### src/rtl/bridge_sequencer_if.sv
// bridge_sequencer_if: requester/bridge signal bundle for bridge_sequencer.
// slave is the sequencer side, master the requester/bridge environment side.
interface bridge_sequencer_if #(parameter int W = 8);
    logic         ENA;
    logic         REQ0;
    logic         REQ1;
    logic [W-1:0] A0;
    logic [W-1:0] B0;
    logic [W-1:0] A1;
    logic [W-1:0] B1;
    logic [W-1:0] BRA;
    logic [W-1:0] BRB;
    logic [W-1:0] BRZ;
    logic [1:0]   GNT;
    logic [1:0]   ACK;
    logic [W-1:0] RES;
    logic         BUSY;
    modport slave (
        input  ENA, REQ0, REQ1, A0, B0, A1, B1, BRZ,
        output BRA, BRB, GNT, ACK, RES, BUSY
    );
    modport master (
        output ENA, REQ0, REQ1, A0, B0, A1, B1, BRZ,
        input  BRA, BRB, GNT, ACK, RES, BUSY
    );
endinterface

### src/rtl/bridge_sequencer.sv
// bridge_sequencer: two-port arbiter/sequencer for the combinational bridge datapath.
// Round-robin by default; define BRIDGE_SEQ_FIXPRIO_EN for fixed priority to requester 0.
module bridge_sequencer #(
    parameter int W   = 8,
    parameter int LAT = 1
) (
    input logic                CLK,
    input logic                RST,
    bridge_sequencer_if.slave  bus
);
    typedef enum logic [1:0] {IDLE, WAIT, DONE} state_t;
    localparam logic [3:0] CNT_INIT = 4'(LAT - 1);
    state_t       r_state;
    logic [3:0]   r_cnt;
    logic [W-1:0] r_bra;
    logic [W-1:0] r_brb;
    logic [W-1:0] r_res;
    logic [1:0]   r_gnt;
    logic [1:0]   r_ack;
    logic         r_busy;
    logic         w_any;
    logic         w_win;
    assign w_any = bus.REQ0 | bus.REQ1;
`ifdef BRIDGE_SEQ_FIXPRIO_EN
    assign w_win = ~bus.REQ0;
`else
    logic r_ptr;
    // under contention the requester not granted last wins
    assign w_win = (bus.REQ0 & bus.REQ1) ? ~r_ptr : bus.REQ1;
    always_ff @(posedge CLK or negedge RST)
        if (!RST)
            r_ptr <= 1'b1;
        else if (r_state == IDLE && bus.ENA && w_any)
            r_ptr <= w_win;
`endif
    always_ff @(posedge CLK or negedge RST) begin
        if (!RST) begin
            r_state <= IDLE;
            r_cnt   <= '0;
            r_bra   <= '0;
            r_brb   <= '0;
            r_res   <= '0;
            r_gnt   <= '0;
            r_ack   <= '0;
            r_busy  <= 1'b0;
        end else begin
            case (r_state)
                IDLE: if (bus.ENA && w_any) begin
                    r_bra   <= w_win ? bus.A1 : bus.A0;
                    r_brb   <= w_win ? bus.B1 : bus.B0;
                    r_gnt   <= w_win ? 2'b10 : 2'b01;
                    r_cnt   <= CNT_INIT;
                    r_busy  <= 1'b1;
                    r_state <= WAIT;
                end
                WAIT: if (r_cnt != 4'd0)
                    r_cnt <= r_cnt - 4'd1;
                else begin
                    r_res   <= bus.BRZ;
                    r_ack   <= r_gnt;
                    r_state <= DONE;
                end
                DONE: begin
                    r_ack   <= '0;
                    r_gnt   <= '0;
                    r_busy  <= 1'b0;
                    r_state <= IDLE;
                end
                default: r_state <= IDLE;
            endcase
        end
    end
    assign bus.BRA  = r_bra;
    assign bus.BRB  = r_brb;
    assign bus.RES  = r_res;
    assign bus.GNT  = r_gnt;
    assign bus.ACK  = r_ack;
    assign bus.BUSY = r_busy;
endmodule

### src/flat_wrapper.sv
// flat-port wrapper written by rule: the top's interface ports become plain ports
module bridge_sequencer_flat 
#(
    parameter int W   = 8,
    parameter int LAT = 1
)
  (CLK, RST, bus_ENA, bus_REQ0, bus_REQ1, bus_A0, bus_B0, bus_A1, bus_B1, bus_BRZ, bus_BRA, bus_BRB, bus_GNT, bus_ACK, bus_RES, bus_BUSY);
  bridge_sequencer_if #(.W(W)) bus_i ();
  input logic CLK;
  input logic RST;
  input wire logic [$bits(bus_i.ENA)-1:0] bus_ENA;
  input wire logic [$bits(bus_i.REQ0)-1:0] bus_REQ0;
  input wire logic [$bits(bus_i.REQ1)-1:0] bus_REQ1;
  input wire logic [$bits(bus_i.A0)-1:0] bus_A0;
  input wire logic [$bits(bus_i.B0)-1:0] bus_B0;
  input wire logic [$bits(bus_i.A1)-1:0] bus_A1;
  input wire logic [$bits(bus_i.B1)-1:0] bus_B1;
  input wire logic [$bits(bus_i.BRZ)-1:0] bus_BRZ;
  output wire logic [$bits(bus_i.BRA)-1:0] bus_BRA;
  output wire logic [$bits(bus_i.BRB)-1:0] bus_BRB;
  output wire logic [$bits(bus_i.GNT)-1:0] bus_GNT;
  output wire logic [$bits(bus_i.ACK)-1:0] bus_ACK;
  output wire logic [$bits(bus_i.RES)-1:0] bus_RES;
  output wire logic [$bits(bus_i.BUSY)-1:0] bus_BUSY;
  assign bus_i.ENA = bus_ENA;
  assign bus_i.REQ0 = bus_REQ0;
  assign bus_i.REQ1 = bus_REQ1;
  assign bus_i.A0 = bus_A0;
  assign bus_i.B0 = bus_B0;
  assign bus_i.A1 = bus_A1;
  assign bus_i.B1 = bus_B1;
  assign bus_i.BRZ = bus_BRZ;
  assign bus_BRA = bus_i.BRA;
  assign bus_BRB = bus_i.BRB;
  assign bus_GNT = bus_i.GNT;
  assign bus_ACK = bus_i.ACK;
  assign bus_RES = bus_i.RES;
  assign bus_BUSY = bus_i.BUSY;
  bridge_sequencer #(.W(W), .LAT(LAT)) u_core (.CLK(CLK), .RST(RST), .bus(bus_i));
endmodule
### config.mk
export PLATFORM = sky130hd
export DESIGN_NAME = bridge_sequencer_flat
export DESIGN_NICKNAME = d
export VERILOG_FILES = /design/src/rtl/bridge_sequencer_if.sv /design/src/rtl/bridge_sequencer.sv /design/src/flat_wrapper.sv
export SDC_FILE = /design/constraint.sdc
export NUM_CORES = 1
export LEC_CHECK = 0
export CAP_MARGIN = 5
export CORE_MARGIN = 8
export CORE_UTILIZATION = 30
export CTS_CLUSTER_DIAMETER = 150
export DETAILED_ROUTE_END_ITERATION = 10
export HOLD_SLACK_MARGIN = 0.03
export PLACE_DENSITY = 0.69
export RECOVER_POWER = 25
export SETUP_SLACK_MARGIN = 0.15
export SLEW_MARGIN = 15
export SYNTH_ARGS = -nofsm -noshare
export SYNTH_HDL_FRONTEND = slang
export SYNTH_SLANG_ARGS = --single-unit
### constraint.sdc
create_clock -name CLK -period 1.4 [get_ports CLK]
set_input_delay 0.14 -clock CLK [delete_from_list [all_inputs] [get_ports CLK]]
set_output_delay 0.14 -clock CLK [all_outputs]
set_load 0.01 [all_outputs]
==> impl_metrics.tcl <==
set metrics [dict create \
    overflow 0 \
    numClockSinks 36 \
    use_met2_pct 20.5 \
    drc 0 \
    synth-async-reset-ratio_pct 100 \
    dr_total_vias 1474 \
    max_clock_freq_mhz 663 \
    rows 27 \
    crit_required_ns 1.61 \
    cts.clk_slew.worst_paths_ns 0.08 \
    synthTopCellsByArea "dfrtp_1, a221o_1, mux2_2" \
    syn_to_final_growth_pct 79.7 \
    crit_buf_inv 1 \
    drv_slew 0 \
    finalPower_mw 6.00 \
    yosysUniqueCellTypes 36 \
    cts_root_buf "clkbuf_8" \
    yosys_warnings 0 \
    period_needed_ns 1.51 \
    cp_slowest_stage_delay_ns 0.41 \
    pre_cts_ws_ns -0.270 \
    die-area_mm2 0.00817 \
    synth_xor_area_share_pct 0 \
    end_kind "register" \
    hold_viol_final 0 \
    setup_ws_ns -0.109 \
    grt_pass1_wl_um 8380 \
    drt_iter0_drc 22 \
    final_core_util_pct 54.9 \
    skew_ns 0.00408 \
    hold_path_class "in2reg" \
    cts_max_level 2 \
    cts_max_path_buffers 2 \
    synth.area.mux_share_pct 5.43 \
    synth_fp_nets 178 \
    path_cells "inv_2 > ha_4 > or3b_4 > a22oi_2 > o2bb2ai_1" \
    status "finished with violations" \
    first_pass_iters 4 \
    crit_fanout 5 \
    synth_top_family_by_area "compound AO/OA/AOI/OAI gates" \
    met1_usage_pct 15.0 \
    startpoint_type "register" \
    seq_area_frac_synth_pct 54.3 \
    cp_slowest_cell "or3b_4" \
    synth_top_area_cell "dfrtp_1" \
    min_path_cells 2 \
    ys_ff_latch 36 \
    fin_nets 284 \
    synth_area_mm2 0.00166 \
    powerDensity_mw_per_mm2 2010 \
    grt_max_degree 37 \
    synth-main-ff-cell "dfrtp_1" \
    numPortBuffers 73 \
    track_usage_pct 12.7 \
    cts_made_buffers 5 \
    diodes 0 \
    fp.dieH_um 90.4 \
    cts_tree "yes" \
    hold_ws_ns 0.456 \
    p_leak_nw 1.36 \
    path_depth 5 \
    gp_congestion 0.746 \
    synth-simple-area-share_pct 7.84 \
    synth_edf_count 0 \
    cap_violations 0 \
    worstSkewPairLatency_ns 0.29 \
    synth-compound-area-share_pct 24.8 \
    met3_usage_pct 5.49 \
    crit_family "compound AO/OA/AOI/OAI gates" \
    initial_core_util_pct 30.5 \
    antenna_found_initial 0 \
    rr_worst_depth 5 \
    grt_pass1_vias 1721 \
    ant_nets 0 \
    wl_per_cell_um 16.8 \
    wl_um 5200 \
    synth_top_area_share_pct 52.8 \
    dieWidth_um 90.4 \
    core_mm2 0.00544 \
    setup_viol 24 \
    post_drt_via_cell_ratio 4.75 \
    num_io_pins 74 \
    dp_hpwl_um 3480 \
    slew_headroom_pct 39.7 \
    worstMarginPinSlew_ns 0.905 \
    synthAdderAreaFrac_pct 1.51 \
    cp_data_arrival_time_ns 1.72 \
    busiest_layer "met2" \
    rsz0062_at_grt "yes" \
    post-route-period-util_pct 108 \
    postSynthAreaPerCell_um2 12.7 \
    crit_type "reg2reg" \
    synth_cells 131 \
    violations "negative setup slack" \
    drive_above_1_share_pct 37.4 \
    peakVddDrop_v 0.00103 \
]
power by group:
part | internal, mW | switching [mW] | total, mW
Sequential | 1.54 | 0.285 | 1.83
Combinational | 1.92 | 1.32 | 3.25
Clock | 0.527 | 0.399 | 0.926
path summary, 6_finish.rpt:
| check | startpoint | endpoint | slack [ns] |
|---|---|---|---|
| worst max register to register | u_core.r_cnt[1] | u_core.r_cnt[1] | -0.11 |
| max in group asynchronous | RST | u_core.bus.BRA[7] | 0.25 |
| worst max-delay path | u_core.r_cnt[1] | u_core.r_cnt[1] | -0.11 |
| worst min register to register | u_core.bus.RES[0] | u_core.bus.RES[0] | 0.50 |
| worst min-delay path | bus_BRZ[0] | u_core.bus.RES[0] | 0.46 |
| min in group asynchronous | RST | u_core.bus.RES[2] | 0.58 |
sequential cells by signal, summed over array words and instances, names as in the netlist:
register / count
u_core.bus.BRB: 8
u_core.bus.RES: 8
u_core.r_cnt: 4
u_core.bus.BUSY: 1
u_core.bus.ACK: 2
u_core.r_state: 2
u_core.r_ptr: 1
u_core.bus.GNT: 2
u_core.bus.BRA: 8
layout make-up:
class / count / area [um2]
multi-input combinational: 78 / 759
fill: 479 / 2450
clock buffer: 5 / 68.8
inverter: 8 / 30.0
timing repair buffer: 108 / 1090
tap: 72 / 90.1
sequential: 36 / 902
clock inverter: 3 / 42.5
cells in the final DEF (no fill, tap or decap), drive strengths merged, types with 2 or more instances in the layout:
| cell type | count |
|---|---|
| dfrtp | 35 |
| dlygate4sd2 | 29 |
| a21oi | 2 |
| buf | 34 |
| nand2 | 4 |
| o21bai | 2 |
| a221o | 16 |
| nor3b | 3 |
| mux2 | 8 |
| ha | 2 |
| o21ai | 3 |
| clkbuf | 6 |
| nand2b | 2 |
| inv | 8 |
| o211ai | 2 |
| clkdlybuf4s50 | 43 |
| a21o | 2 |
| a21boi | 17 |
| and3 | 2 |
timing repair:
item | in CTS | in global routing
gates resized for setup | 79 | 4
pin swaps | 9 | 8
hold buffers | 1 | 0
setup endpoints to repair | 63 | 35
hold endpoints to repair | 35 | 0
cloned | 4 | 0
setup buffers | 9 | 3
layer usage:
| metal | wire length, um | vias up |
|---|---|---|
| li1 | - | 705 |
| met1 | 2290 | 719 |
| met2 | 2510 | 46 |
| met4 | 29 | 0 |
| met3 | 370 | 4 |
| met5 | 0 | - |
stage by stage:
step,cell area (um2),instances,TNS [ns]
4_1_cts,2940,307,-0.475
3_3_place_gp,2580,285,-3.41
6_report,2980,310,-0.691
5_1_grt,2980,310,-2.41
3_5_place_dp,2580,285,-4.44
2_1_floorplan,1670,131,-0.473
Yosys cell counts (2+ instances only):
cell and n:
dfrtp_1 35, a21boi_0 9, a221o_1 9, a21boi_1 8
inv_1 8, mux2_2 8, a221o_2 7, buf_4 4
nand2_1 4, buf_2 3, o21ai_0 3, a21o_1 2
a21oi_1 2, and3_1 2, ha_1 2, nand2b_1 2
nor3b_2 2, o211ai_1 2, o21bai_1 2
kinds of logic after synthesis:
group	Yosys count
AOI/OAI and AO/OA	49
adders and majority gates	2
buffers and inverters	17
DFF	36
muxes	8
and+or+nand+nor	19
No activity file was read; power rests on OpenSTA's default activity.
